[src/rtl/irq_controller.sv]
// Vectored interrupt controller: synchronizes raw source lines, latches pending
// events, arbitrates lowest-index unmasked source and runs a REQ/SERVICE handshake.
module irq_controller #(
    parameter int          N_SRC     = 8,
    parameter logic [31:0] BASE_ADDR = 32'h0000_4000
) (
    input  logic             clk,
    input  logic             rst,
    input  logic [N_SRC-1:0] irqIn,
    input  logic [31:0]      inputAddr,
    input  logic [31:0]      inputData,
    input  logic             wrEn,
    input  logic [31:0]      outputAddr,
    output logic [31:0]      outputData,
    input  logic             irqAck,
    output logic             irqReq,
    output logic [4:0]       irqId
);
    typedef enum logic [1:0] {
        ST_IDLE    = 2'd0,
        ST_REQ     = 2'd1,
        ST_SERVICE = 2'd2
    } state_e;

    localparam logic [31:0] OFF_PENDING = 32'd0;
    localparam logic [31:0] OFF_MASK    = 32'd1;
    localparam logic [31:0] OFF_EDGE    = 32'd2;
    localparam logic [31:0] OFF_ACTIVE  = 32'd3;
    localparam logic [31:0] OFF_EOI     = 32'd4;
    localparam logic [31:0] OFF_RAW     = 32'd5;

    logic [N_SRC-1:0] sync1_q, sync2_q, sync3_q;
    logic [N_SRC-1:0] pending_q, pending_d;
    logic [N_SRC-1:0] mask_q, mask_d;
    logic [N_SRC-1:0] edge_q, edge_d;
    state_e           state_q, state_d;
    logic             irq_req_q, irq_req_d;
    logic [4:0]       irq_id_q, irq_id_d;
    logic [31:0]      out_data_q, out_data_d;

    logic [31:0]      wr_off_s, rd_off_s;
    logic             wr_pending_s, wr_mask_s, wr_edge_s, wr_eoi_s;
    logic             take_ack_s, eoi_match_s, unused_s;
    logic [N_SRC-1:0] armed_s, rise_s, clr_s, id_onehot_s;
    logic [4:0]       lowest_s;

    assign wr_off_s = inputAddr - BASE_ADDR;
    assign rd_off_s = outputAddr - BASE_ADDR;
    assign unused_s = ^inputData;

    // Write decode, arbitration winner and one-hot of the latched id
    always_comb begin
        wr_pending_s = wrEn && (wr_off_s == OFF_PENDING);
        wr_mask_s    = wrEn && (wr_off_s == OFF_MASK);
        wr_edge_s    = wrEn && (wr_off_s == OFF_EDGE);
        wr_eoi_s     = wrEn && (wr_off_s == OFF_EOI);
        take_ack_s   = (state_q == ST_REQ) && irqAck;
        eoi_match_s  = wr_eoi_s && (inputData[4:0] == irq_id_q);
        armed_s      = pending_q & mask_q;
        rise_s       = sync2_q & ~sync3_q;
        lowest_s     = 5'd0;
        id_onehot_s  = '0;
        for (int i = N_SRC - 1; i >= 0; i--) begin
            lowest_s       = armed_s[i] ? 5'(i) : lowest_s;
            id_onehot_s[i] = (5'(i) == irq_id_q);
        end
    end

    // Register next-state: a new rising edge beats any clear on the same bit
    always_comb begin
        clr_s = wr_pending_s ? inputData[N_SRC-1:0] : '0;
        if (take_ack_s) begin
            clr_s = clr_s | id_onehot_s;
        end else begin
            clr_s = clr_s;
        end
        pending_d = (edge_q & ((pending_q & ~clr_s) | rise_s)) | (~edge_q & sync2_q);
        mask_d    = wr_mask_s ? inputData[N_SRC-1:0] : mask_q;
        edge_d    = wr_edge_s ? inputData[N_SRC-1:0] : edge_q;
    end

    // Request/service state machine
    always_comb begin
        state_d   = state_q;
        irq_req_d = irq_req_q;
        irq_id_d  = irq_id_q;
        case (state_q)
            ST_IDLE: begin
                if (|armed_s) begin
                    state_d   = ST_REQ;
                    irq_req_d = 1'b1;
                    irq_id_d  = lowest_s;
                end else begin
                    state_d   = ST_IDLE;
                    irq_req_d = 1'b0;
                end
            end
            ST_REQ: begin
                if (take_ack_s) begin
                    state_d   = ST_SERVICE;
                    irq_req_d = 1'b0;
                end else if (~|(armed_s & id_onehot_s)) begin
                    state_d   = ST_IDLE;
                    irq_req_d = 1'b0;
                end else begin
                    state_d   = ST_REQ;
                    irq_req_d = 1'b1;
                end
            end
            ST_SERVICE: begin
                irq_req_d = 1'b0;
                if (eoi_match_s) begin
                    state_d = ST_IDLE;
                end else begin
                    state_d = ST_SERVICE;
                end
            end
            default: begin
                state_d   = ST_IDLE;
                irq_req_d = 1'b0;
            end
        endcase
    end

    // Read mux, registered one cycle later
    always_comb begin
        case (rd_off_s)
            OFF_PENDING: out_data_d = 32'(pending_q);
            OFF_MASK:    out_data_d = 32'(mask_q);
            OFF_EDGE:    out_data_d = 32'(edge_q);
            OFF_ACTIVE:  out_data_d = {(state_q == ST_SERVICE), 26'd0, irq_id_q};
            OFF_RAW:     out_data_d = 32'(sync2_q);
            default:     out_data_d = 32'd0;
        endcase
    end

    // All state flops
    always_ff @(posedge clk or negedge rst) begin
        if (!rst) begin
            sync1_q    <= '0;
            sync2_q    <= '0;
            sync3_q    <= '0;
            pending_q  <= '0;
            mask_q     <= '0;
            edge_q     <= '0;
            state_q    <= ST_IDLE;
            irq_req_q  <= 1'b0;
            irq_id_q   <= 5'd0;
            out_data_q <= 32'd0;
        end else begin
            sync1_q    <= irqIn;
            sync2_q    <= sync1_q;
            sync3_q    <= sync2_q;
            pending_q  <= pending_d;
            mask_q     <= mask_d;
            edge_q     <= edge_d;
            state_q    <= state_d;
            irq_req_q  <= irq_req_d;
            irq_id_q   <= irq_id_d;
            out_data_q <= out_data_d;
        end
    end

    assign outputData = out_data_q;
    assign irqReq     = irq_req_q;
    assign irqId      = irq_id_q;
endmodule

[config.mk]
export PLATFORM = sky130hd
export DESIGN_NAME = irq_controller
export DESIGN_NICKNAME = d
export VERILOG_FILES = /design/src/rtl/irq_controller.sv
export SDC_FILE = /design/constraint.sdc
export NUM_CORES = 1
export LEC_CHECK = 0
export BUFFER_PORTS_ARGS = -buffer_cell sky130_fd_sc_hd__buf_2
export CORE_MARGIN = 4
export CORE_UTILIZATION = 47
export CTS_CLUSTER_DIAMETER = 150
export DETAILED_ROUTE_END_ITERATION = 10
export GPL_ROUTABILITY_DRIVEN = 1
export MAX_ROUTING_LAYER = met4
export PLACE_DENSITY_LB_ADDON = 0.2
export SYNTH_ARGS = -nofsm -noshare
export SYNTH_HDL_FRONTEND = slang
export SYNTH_SLANG_ARGS = --single-unit
[constraint.sdc]
create_clock -name clk -period 2.15 [get_ports clk]
set_input_delay 0.43 -clock clk [delete_from_list [all_inputs] [get_ports clk]]
set_output_delay 0.43 -clock clk [all_outputs]
set_load 0.02 [all_outputs]
==> results.toml <==
[grt]
grt_max_degree = 64
via_count_of_the_first_global_routing_pass = 2562
number_of_antenna_violations_at_the_first_check_in_global_routing = 0
grt.overflow.total = 0
grt.total_usage_pct = 20.3
wire_length_of_the_first_global_routing_pass_microns = 12700

[synthesis]
yosys.cell_count.top_type = "sky130_fd_sc_hd__dfrtp_1"
syn_inst = 284
synth_edf_count = 0
syn_area_per_cell_sq_um = 11.4
netlist_area_pre_place_sq_mm = 0.00323
synth.largest_area_cell = "sky130_fd_sc_hd__dfrtp_1"
synth.top_cells.by_count = "sky130_fd_sc_hd__dfrtp_1, sky130_fd_sc_hd__nand2_1, sky130_fd_sc_hd__buf_4, sky130_fd_sc_hd__mux2_4, sky130_fd_sc_hd__o21ai_0"
ys_async_sr_fraction_pct = 100
netlist_top_cells_area = "sky130_fd_sc_hd__dfrtp_1, sky130_fd_sc_hd__mux2_4, sky130_fd_sc_hd__buf_4"
yosys_most_used_dff = "sky130_fd_sc_hd__dfrtp_1"
postSynthRegisterBits = 63
synth_seq_area_share_pct = 48.8
synthDominantCellAreaShare_pct = 48.8
ys_types = 45
yosys_warnings = 0

[clocking]
worstSkewPairLatency_ns = 0.35
ctsHoldBuffers = 0
max-clock-path-buffers = 2
cts.sinks = 63
cts_root_buffer = "sky130_fd_sc_hd__clkbuf_8"
cts_buffer_count = 9
tritoncts = "yes"
clk_pin_slew_ns = 0.06
htree_levels = 3
cts_setup_buffers = 0
cells_resized_by_post_cts_repair = 0

[sta]
report.final.hold_viol_count = 0
timing.final.setup_violations = 0
finClkSkew_ns = 0.00754
layout_min_cycle_time_ns = 1.71
fmax_ghz = 0.586
timing.slew.headroom_pct = 65.9
least_margin_pin_slew_ns = 0.504
maxSlewViolCount = 0
final.setup.tns_ns = 0
final.setup.worst_slack_ns = 0.444
post-route-period-util_pct = 79.3
grt_setup_unrepaired = "false"

[routing]
detail_route.wirelength_microns = 7780
wl_per_cell_microns = 16.4
drt_iter0_drc = 165
route.vias.total = 2551
detail_route.vias_per_cell = 5.37
drtPass1Iterations = 4
ant_nets = 0
dr_drc_count = 0

[die]
die_area_sq_mm = 0.00826
die_width_microns = 90.9
initial_core_util_pct = 49.7
top_level_ports = 146
die_h_microns = 90.9
fp.coreArea_sq_mm = 0.00649
floorplan.rows = 29

[run]
timing.max_cap.violations = 0

[worst_setup_path]
critPathKind = "input pin to flop"
start_kind = "input pin"
timing.critical_path.fanout_max = 4
setup.reg_to_reg.worst_slack_ns = 0.59
timing.critical_path.required_ns = 2.38
worstSetupEndpointType = "flop"
arrival_ns = 1.93

[power_and_ir_drop]
worst_ir_drop_vdd_mv = 0.457
power.density_mw_per_mm2 = 593
total_power_uw = 2330
leakage_uw = 0.00187

[status]
outcome = "completed"

[layout]
final_core_util_pct = 60.6
layout.nets = 502
antenna_cells_inserted = 0
syn_to_final_growth_pct = 21.9
num-fill-cells = 562
post_layout_nonfiller_instances = 475
final_layout_size_suffix_gt1_share_pct = 39.9

[place]
dp_worst_setup_slack_ns = 0.0848
placed_cells_incl_taps = 460
finalWeightedCongestion = 0.877
detail_placement_hpwl_microns = 5920
port_buffers = 96

[worst_hold_path]
timing.hold.worst.class = "input pin to asynchronous set/reset pin"
final cells by class:
| cell class | count | area (sq um) | area share, % |
|---|---|---|---|
| clock buffers | 11 | 141 | 3.59 |
| clock inverters | 4 | 22.5 | 0.572 |
| inverters | 10 | 37.5 | 0.954 |
| multi-input cells | 202 | 1480 | 37.6 |
| flip-flops and latches | 63 | 1580 | 40.1 |
| well taps | 77 | 96.3 | 2.45 |
| repair buffers | 108 | 583 | 14.8 |
power by group:
group          internal (uW)  leakage [uW]  switching [uW]
logic                   94.5      0.000982             135
clock network            436     0.0000850             433
registers               1220      0.000806            18.7
total                   1750       0.00187             586
state kept, by name (all words and copies together), names as in the netlist:
signal / flops
outputData: 9
edge_q: 8
mask_q: 8
pending_q: 8
sync1_q: 8
sync2_q: 8
sync3_q: 8
irqId: 3
state_q: 2
irqReq: 1
path summary, 6_finish.rpt:
kind	from	to	cells past startpoint
worst max-delay path	inputAddr[17]	mask_q[0]	6
worst min-delay path	rst	irqId[0]	2
worst max register to register	state_q[1]	pending_q[1]	4
worst min register to register	sync1_q[0]	sync2_q[0]	0
max in group asynchronous	rst	sync2_q[7]	2
min in group clk	irqIn[5]	sync1_q[5]	1
routing by layer:
metal  global-route usage [%]  share of wire [%]  up-vias
li1                         -                  -     1201
met1                     24.9                 41     1276
met2                     32.9                 52       67
met3                     5.83                5.7        7
met4                     5.90                1.2        0
met5                        -                  0        -
worst max-delay path: stages:
cell and delay (ns):
sky130_fd_sc_hd__buf_2 0.10, sky130_fd_sc_hd__nor4_2 0.38, sky130_fd_sc_hd__nand4b_1 0.22, sky130_fd_sc_hd__nor4_4 0.27, sky130_fd_sc_hd__buf_4 0.22, sky130_fd_sc_hd__mux2_4 0.30
per-stage QoR:
| step | hold WS (ns) | instance area [sq um] |
|---|---|---|
| 2_1_floorplan | 0.134 | 3320 |
| 3_3_place_gp | 0.333 | 3770 |
| 3_5_place_dp | 0.335 | 3770 |
| 4_1_cts | 0.0865 | 3940 |
| 5_1_grt | 0.0847 | 3940 |
| 6_report | 0.0751 | 3940 |
cells by family after synthesis:
kind of cell,count (synthesis),synth area share (%)
simple gates,98,19.1
flops,63,48.8
compound gates,49,10.1
buf+inv,43,8.18
mux,26,12.7
xor+xnor,4,1.08
other cells,1,0.116
placed cells by master (no fill, tap or decap), drive strengths merged, types with 2 or more instances in the layout:
master  synthesis  final
a21oi           5      5
a22o            4      4
a22oi           5      5
and2            5      5
buf            27    108
clkbuf          6     11
clkinv          0      3
conb            1     25
dfrtp          63     63
inv            10     10
mux2           21     21
mux4            5      5
nand2          26     26
nand2b          5      5
nand3           7      7
nand4           5      5
nand4b          2      2
nor2           12     12
nor2b           3      3
nor4           21     21
nor4b           4      4
o211ai          6      6
o21a            5      5
o21ai          16     16
o311ai          2      2
or3             2      2
or4             2      2
xnor2           4      4
Note: power is estimated with default switching activity, not from simulation.
